$ cat src/rtl/decode_stage_param.sv
`default_nettype none
// ============================================================================
// Module   : decode_stage_param
// Brief    : RISC-V style decode stage: 32-entry register file with optional
//            W->D write-through, load-use hazard detect, ID/EX register and
//            saturating bubble counter.
// Revision : 1.0 - initial release
// ============================================================================
module decode_stage_param #(
    parameter int XLEN     = 32,
    parameter int CTRL_W   = 8,
    parameter int LOAD_BIT = 0,
    parameter int BYPASS   = 1
) (
    input  logic              clk,
    input  logic              rst,
    input  logic [31:0]       InstrD,
    input  logic              ValidD,
    input  logic [CTRL_W-1:0] CtrlD,
    input  logic [XLEN-1:0]   ImmExtD,
    input  logic [XLEN-1:0]   PCD,
    input  logic [XLEN-1:0]   PCPlus4D,
    input  logic              StallE,
    input  logic              FlushE,
    input  logic              RegWriteW,
    input  logic [4:0]        RDW,
    input  logic [XLEN-1:0]   ResultW,
    output logic              ValidE,
    output logic [CTRL_W-1:0] CtrlE,
    output logic [XLEN-1:0]   RD1_E,
    output logic [XLEN-1:0]   RD2_E,
    output logic [XLEN-1:0]   Imm_Ext_E,
    output logic [XLEN-1:0]   PCE,
    output logic [XLEN-1:0]   PCPlus4E,
    output logic [4:0]        RS1_E,
    output logic [4:0]        RS2_E,
    output logic [4:0]        RD_E,
    output logic              LoadUseStallD,
    output logic [15:0]       BubbleCount
);

    localparam logic [4:0]  c_ZERO_REG = 5'd0;
    localparam logic [15:0] c_CNT_MAX  = 16'hFFFF;

    logic [XLEN-1:0]   r_regs [32];

    logic              r_valid_e;
    logic [CTRL_W-1:0] r_ctrl_e;
    logic [XLEN-1:0]   r_rd1_e;
    logic [XLEN-1:0]   r_rd2_e;
    logic [XLEN-1:0]   r_imm_e;
    logic [XLEN-1:0]   r_pc_e;
    logic [XLEN-1:0]   r_pcp4_e;
    logic [4:0]        r_rs1_e;
    logic [4:0]        r_rs2_e;
    logic [4:0]        r_rd_e;
    logic [15:0]       r_bubble_cnt;

    logic [4:0]        w_rs1;
    logic [4:0]        w_rs2;
    logic [4:0]        w_rd;
    logic              w_wr_en;
    logic [XLEN-1:0]   w_rd1;
    logic [XLEN-1:0]   w_rd2;
    logic              w_load_use;
    logic              w_bubble;
    logic              w_unused_bits;

    assign w_rs1   = InstrD[19:15];
    assign w_rs2   = InstrD[24:20];
    assign w_rd    = InstrD[11:7];
    assign w_wr_en = RegWriteW && (RDW != c_ZERO_REG);

    // Opcode/funct fields are decoded upstream into CtrlD.
    assign w_unused_bits = ^{InstrD[31:25], InstrD[14:12], InstrD[6:0]};

    always_ff @(posedge clk) begin
        if (rst) begin
            for (int i = 0; i < 32; i++) begin
                r_regs[i] <= '0;
            end
        end else if (w_wr_en) begin
            r_regs[RDW] <= ResultW;
        end
    end

    generate
        if (BYPASS != 0) begin : g_bypass
            // Same-cycle writeback is visible to D reads (write-through).
            assign w_rd1 = (w_rs1 == c_ZERO_REG)              ? '0 :
                           (w_wr_en && (RDW == w_rs1))        ? ResultW :
                                                                r_regs[w_rs1];
            assign w_rd2 = (w_rs2 == c_ZERO_REG)              ? '0 :
                           (w_wr_en && (RDW == w_rs2))        ? ResultW :
                                                                r_regs[w_rs2];
        end else begin : g_no_bypass
            assign w_rd1 = (w_rs1 == c_ZERO_REG) ? '0 : r_regs[w_rs1];
            assign w_rd2 = (w_rs2 == c_ZERO_REG) ? '0 : r_regs[w_rs2];
        end
    endgenerate

    assign w_load_use = r_valid_e && r_ctrl_e[LOAD_BIT] && ValidD &&
                        (r_rd_e != c_ZERO_REG) &&
                        ((r_rd_e == w_rs1) || (r_rd_e == w_rs2));

    // Flush wins over stall; a load-use bubble only lands when E is not held.
    assign w_bubble = FlushE || (!StallE && w_load_use);

    always_ff @(posedge clk) begin
        if (rst || w_bubble) begin
            r_valid_e <= 1'b0;
            r_ctrl_e  <= '0;
            r_rd1_e   <= '0;
            r_rd2_e   <= '0;
            r_imm_e   <= '0;
            r_pc_e    <= '0;
            r_pcp4_e  <= '0;
            r_rs1_e   <= '0;
            r_rs2_e   <= '0;
            r_rd_e    <= '0;
        end else if (!StallE) begin
            r_valid_e <= ValidD;
            r_ctrl_e  <= ValidD ? CtrlD : '0;
            r_rd1_e   <= w_rd1;
            r_rd2_e   <= w_rd2;
            r_imm_e   <= ImmExtD;
            r_pc_e    <= PCD;
            r_pcp4_e  <= PCPlus4D;
            r_rs1_e   <= w_rs1;
            r_rs2_e   <= w_rs2;
            r_rd_e    <= w_rd;
        end
    end

    always_ff @(posedge clk) begin
        if (rst) begin
            r_bubble_cnt <= '0;
        end else if (w_bubble && (r_bubble_cnt != c_CNT_MAX)) begin
            r_bubble_cnt <= r_bubble_cnt + 16'd1;
        end
    end

    assign ValidE        = r_valid_e;
    assign CtrlE         = r_ctrl_e;
    assign RD1_E         = r_rd1_e;
    assign RD2_E         = r_rd2_e;
    assign Imm_Ext_E     = r_imm_e;
    assign PCE           = r_pc_e;
    assign PCPlus4E      = r_pcp4_e;
    assign RS1_E         = r_rs1_e;
    assign RS2_E         = r_rs2_e;
    assign RD_E          = r_rd_e;
    assign LoadUseStallD = w_load_use;
    assign BubbleCount   = r_bubble_cnt;

endmodule
`default_nettype wire

$ cat config.mk
export PLATFORM = sky130hd
export DESIGN_NAME = decode_stage_param
export DESIGN_NICKNAME = d
export VERILOG_FILES = /design/src/rtl/decode_stage_param.sv
export SDC_FILE = /design/constraint.sdc
export NUM_CORES = 2
export LEC_CHECK = 0
export BUFFER_PORTS_ARGS = -buffer_cell sky130_fd_sc_hd__buf_2
export CAP_MARGIN = 25
export CORE_ASPECT_RATIO = 1.5
export CORE_MARGIN = 3
export CORE_UTILIZATION = 37
export CTS_CLUSTER_DIAMETER = 60
export DETAILED_ROUTE_END_ITERATION = 12
export RECOVER_POWER = 50
export REMOVE_ABC_BUFFERS = 1
export SLEW_MARGIN = 10
export SYNTH_ARGS = -nofsm -noshare
export SYNTH_HDL_FRONTEND = slang
export SYNTH_SLANG_ARGS = --single-unit
$ cat constraint.sdc
create_clock -name clk -period 6.5 [get_ports clk]
set_clock_uncertainty 0.2 [all_clocks]
set_input_delay 0.325 -clock clk [delete_from_list [all_inputs] [get_ports clk]]
set_output_delay 0.325 -clock clk [all_outputs]
set_load 0.03 [all_outputs]
[Word-level counts from Yosys, hierarchy flattened]
Memory sizes are Yosys's and may differ from the RTL's.
Cells that the tools add are included.
Storage, ports and cells
  bits in registers: 200
  RAM bits: 1024
  input port bits: 179
  output and inout bits: 201
  logic and storage cells: 49
  memories kept: 1
Cells by class
  $add $sub $neg: 1
  equal/unequal tests: 5
  mux-type cells: 13
  reduce and logical (&&, ||, !) cells: 18
Memory list
  r_regs: depth 32, width 32, rd ports 2, clocked after memory_dff 0, write ports 32, RTL line 45  | logic [XLEN-1:0] r_regs [32];
Operators with widths (number)
  32-bit 2-to-1 mux: 5
  32-bit OR reduction: 1
  5-bit equality test: 4
  16-bit by 1-bit adder with 16-bit output, second input constant: 1
  16-bit inequality test, second input constant: 1
  5-bit logical NOT: 2
  5-bit nonzero test: 2
  1-bit logical AND: 9
  8-bit 2-to-1 mux: 1
  1-bit 2-to-1 mux: 6
  5-bit 2-to-1 mux: 1
  1-bit logical OR: 3
  1-bit logical NOT: 1

[Depth between registers and ports, before layout]
  depth in word-level cells: 7
  depth in mapped cells: 9
  mapped depth without buffers: 7

[Least setup slack after synthesis]
No wires, ideal clock.
  path type: input to register
  start: input port RDW[3]
  end: memory r_regs[12][0], enable pin
  setup time: 0.375 ns
  arrival time: 1.991 ns
  required time: 5.925 ns
  setup slack: 3.934 ns
  cell stages on the path: 7
  buffers on the path: 2
  path through: buf_2 > or3_4 > o31ai_4 > or4_1 > clkbuf_1 > nor2_1 > or2_2
RTL lines
  start: declaration: RTL line 26  | input logic [4:0] RDW,
  end: declaration: RTL line 45

==> key figures <==
Outcome
  – Status: finished with violations
  – Failing checks: capacitance limit, slew limit

Clock tree
  – CTS clk-pin slew, worst paths: ~0.060 ns
  – Clk sink count: about 1200
  – Worst-Skew Late Latency: between 0.7 and 0.8 ns
  – PostCTS Resize Cnt: 0
  – Clock Tree Buf Depth: 3
  – Root Buffer: clkbuf_16
  – H-tree depth: 4
  – Num CTS Buffers: 131
  – CTS tree: yes
  – Post-CTS setup buffers: 0

Final layout
  – Reg area: between 30000 and 40000 sq um
  – Footprint of the multi-input gates: ~25000 sq um
  – Most frequent cells in the layout: edfxtp_1 (1024), and2_1 (760), mux4_2 (637)
  – Final core utilization: 43.6%
  – Layout Nets: 4517
  – FILL cells: about 14000
  – P&R area growth vs syn: 16.8%
  – Share of cells above drive strength 1: between 20% and 30%
  – Commonest non-fill, non-tap cell in the layout: edfxtp_1
  – Layout Cells excl Fill: between 6000 and 7000

STA
  – Final Cycle Share: 78.7%
  – Relative slew slack: -99.9%
  – Final setup viols: 0
  – Slew @ Worst Pin: 3.00 ns
  – RSZ-0062 raised after global routing: false
  – Fmax: just under 200 MHz
  – Slew Limit Fails: 347
  – Minimum clock period: a little over 5 ns
  – Final hold vios: 0
  – Final TNS setup: 0 ns

Die
  – I/O pin count: 380
  – Width of the chip: between 300 and 400 microns
  – Initial Util: a little under two fifths
  – Floorplan row count: 182
  – Height of the die: roughly 510 microns
  – Die Area: roughly 170000 sq um
  – Core area: 165000 sq um

Critical path
  – Buf/Inv on CP: 3
  – Critical path's slowest cell: clkbuf_1
  – Worst r2r path cells: 7
  – CP startpoint kind: primary input
  – WP depth: 7
  – Critical path endpoint category: flip-flop
  – Cell Chain, Critical Path: dlygate4sd3_1 > clkbuf_1 > nor2b_1 > nand3_1 > nor2_4 > clkbuf_1 > and2_1
  – Critical Path Most Common Cell: clkbuf_1
  – Worst-path fanout max: 32
  – Worst path arrival time: 5.55 ns
  – Top Family by Delay on Critical Path: buffers and inverters
  – CP required: about 6.9 ns
  – Crit path kind: primary input to flip-flop
  – FF-to-FF Start: RD_E[0]$_SDFFE_PP0N_
  – Worst stage delay on the critical path: approximately 2.1 ns
  – Worst setup path start: rst

Logic synthesis
  – Seq/Total Area, Yosys: 56.5%
  – Post-Syn Area: 61500 sq um
  – FF+latch count, synth: roughly 1200
  – Fraction of registers with async set/reset: 0%
  – Top-area cell type share of the netlist area: between 50% and 60%
  – Cell taking the most area after synthesis: edfxtp_1
  – Post-synth EDFFs: approximately 1000
  – Most used DFF post-synth: edfxtp_1
  – Cells after synthesis: just under 4000
  – Syn avg cell area: 15.8 sq um
  – Synth cell types: 52
  – Yosys warns: 0
  – Synth top area cells: edfxtp_1 (50%), mux4_2 (23%), and2_1 (10%)

Detailed routing
  – Iteration count of the initial detailed-routing pass: 5
  – Drt wl/cell: around 31 microns
  – Antenna-violating nets left: 0
  – Final wirelength: roughly 210 mm
  – Remaining DRCs: 0
  – Initial detailed-routing violation count: about 4000
  – Routed vias: 38189
  – Avg Vias per Cell: between 5 and 6

Pwr
  – Pwr/cell area: between 200 and 300 nW/um^2
  – LEAKAGE: 24.5 nW
  – Peak VDD IR: 0.000253 V

Min path
  – Worst min path class: primary input to flip-flop
  – Min-delay src: InstrD[23]
  – Hold Path Depth: 4

Global routing
  – Vias in the first global route: between 30000 and 40000
  – First-pass GRT wire length: 293 mm
  – Largest net degree at the start of global routing: approximately 130
  – Initial antenna violation count: 22
  – GRT Resource Usage Total: 24.1%
  – Grt total ovfl: 0

Flow run
  – MaxCap Viol Count: 13

Placed design
  – Inst Count DP: 6200
  – Placed wire-length estimate: about 120 mm
  – RePlAce Congestion: 0.870
  – Count of buffers from port buffering: ~360
==> final timing paths <==
path                                  end  slack (ns)
max          r_regs[11][20]$_SDFFCE_PN0P_        1.38
min                 RD2_E[4]$_SDFFE_PP0N_        0.08
max reg2reg           PCE[6]$_SDFFE_PP0N_        1.98
min reg2reg        RD2_E[10]$_SDFFE_PP0N_        0.29
==> report_power, final <==
part	total, mW	switching (mW)	internal (mW)
clock network	7.70	3.33	4.37
registers	9.11	0.208	8.90
logic	2.21	1.21	0.998
total	19.0	4.74	14.3
==> cell families (layout without fill, tap and decap cells) <==
logic type | Yosys count | in the layout | synth area share [%]
AND/OR/NAND/NOR | 1267 | 1267 | 12.2
flip-flops | 1224 | 1224 | 56.5
multiplexers | 817 | 817 | 26.3
buffers and inverters | 409 | 917 | 2.91
AO/OA/AOI/OAI | 149 | 149 | 1.58
XOR/XNOR | 34 | 34 | 0.484
adder cells (fa/ha/maj) | 1 | 1 | 0.0203
other | 1 | 40 | 0.00610
==> layer usage <==
| layer | part of all wire (%) | vias to the layer above | GRT usage [%] |
|---|---|---|---|
| met3 | 8.4 | 488 | 5.29 |
| met5 | 0.029 | - | 0 |
| met4 | 5.1 | 8 | 10.9 |
| met2 | 51 | 1969 | 42.4 |
| li1 | - | 15774 | - |
| met1 | 35 | 19950 | 28.0 |
==> sequential cells by signal (all words and copies together), names as in the netlist, 8 cells and up <==
register / cells
RD1_E: 32
PCPlus4E: 32
BubbleCount: 16
Imm_Ext_E: 32
CtrlE: 8
RD2_E: 32
PCE: 32
r_regs: 1024
==> cells in the mapped netlist (all sizes together) (2+ instances only) <==
cell / n
or3b: 3
or3: 2
and3: 6
nor3b: 2
a22oi: 71
mux2: 2
xnor2: 18
nand3b: 6
buf: 121
clkbuf: 285
nor4: 5
nand2: 5
xor2: 16
or4: 4
o31ai: 2
a211oi: 3
o21ai: 67
mux2i: 178
nor2: 175
nor2b: 4
or2: 32
and2: 992
dfxtp: 200
nor3: 11
inv: 3
nand3: 14
nor4b: 3
mux4: 637
nand4: 2
edfxtp: 1024
==> worst reg2reg max path: stages, from the launching register on <==
cell and delay [ns]:
dfxtp_1 0.55, xor2_1 0.11, nor3_1 0.19, a22oi_1 0.17, o21ai_0 0.80, clkbuf_1 1.24, buf_4 0.85, nor2_1 0.24
==> layout make-up <==
cell class | count | share of cell area, %
clock inverters | 62 | 1.05
clock buffers | 175 | 5.03
inverters | 3 | 0.0157
diodes | 8 | 0.0279
flip-flops and latches | 1224 | 48.4
multi-input cells | 2300 | 35.2
repair buffers | 677 | 6.40
well taps | 2208 | 3.85
==> stage by stage <==
| stage | setup slack (ns) | hold slack [ns] | instance area, sq um | total power, mW |
|---|---|---|---|---|
| floorplan | 1.53 | 0.197 | 59800 | 10.3 |
| global placement | 2.23 | 0.270 | 65600 | 11.3 |
| detailed placement | 2.23 | 0.280 | 65600 | 11.4 |
| CTS | 2.50 | 0.0243 | 72100 | 19.2 |
| global route | 1.38 | 0.0715 | 71800 | 19.6 |
| finish | 1.38 | 0.0802 | 71800 | 19.0 |
==> timing repair <==
item / CTS / global route
hold buffers: 212 / 0
endpoints found under the setup margin: 0 / 0
hold endpoints to repair: 1136 / 0
Note: power is estimated with default switching activity, not from simulation.
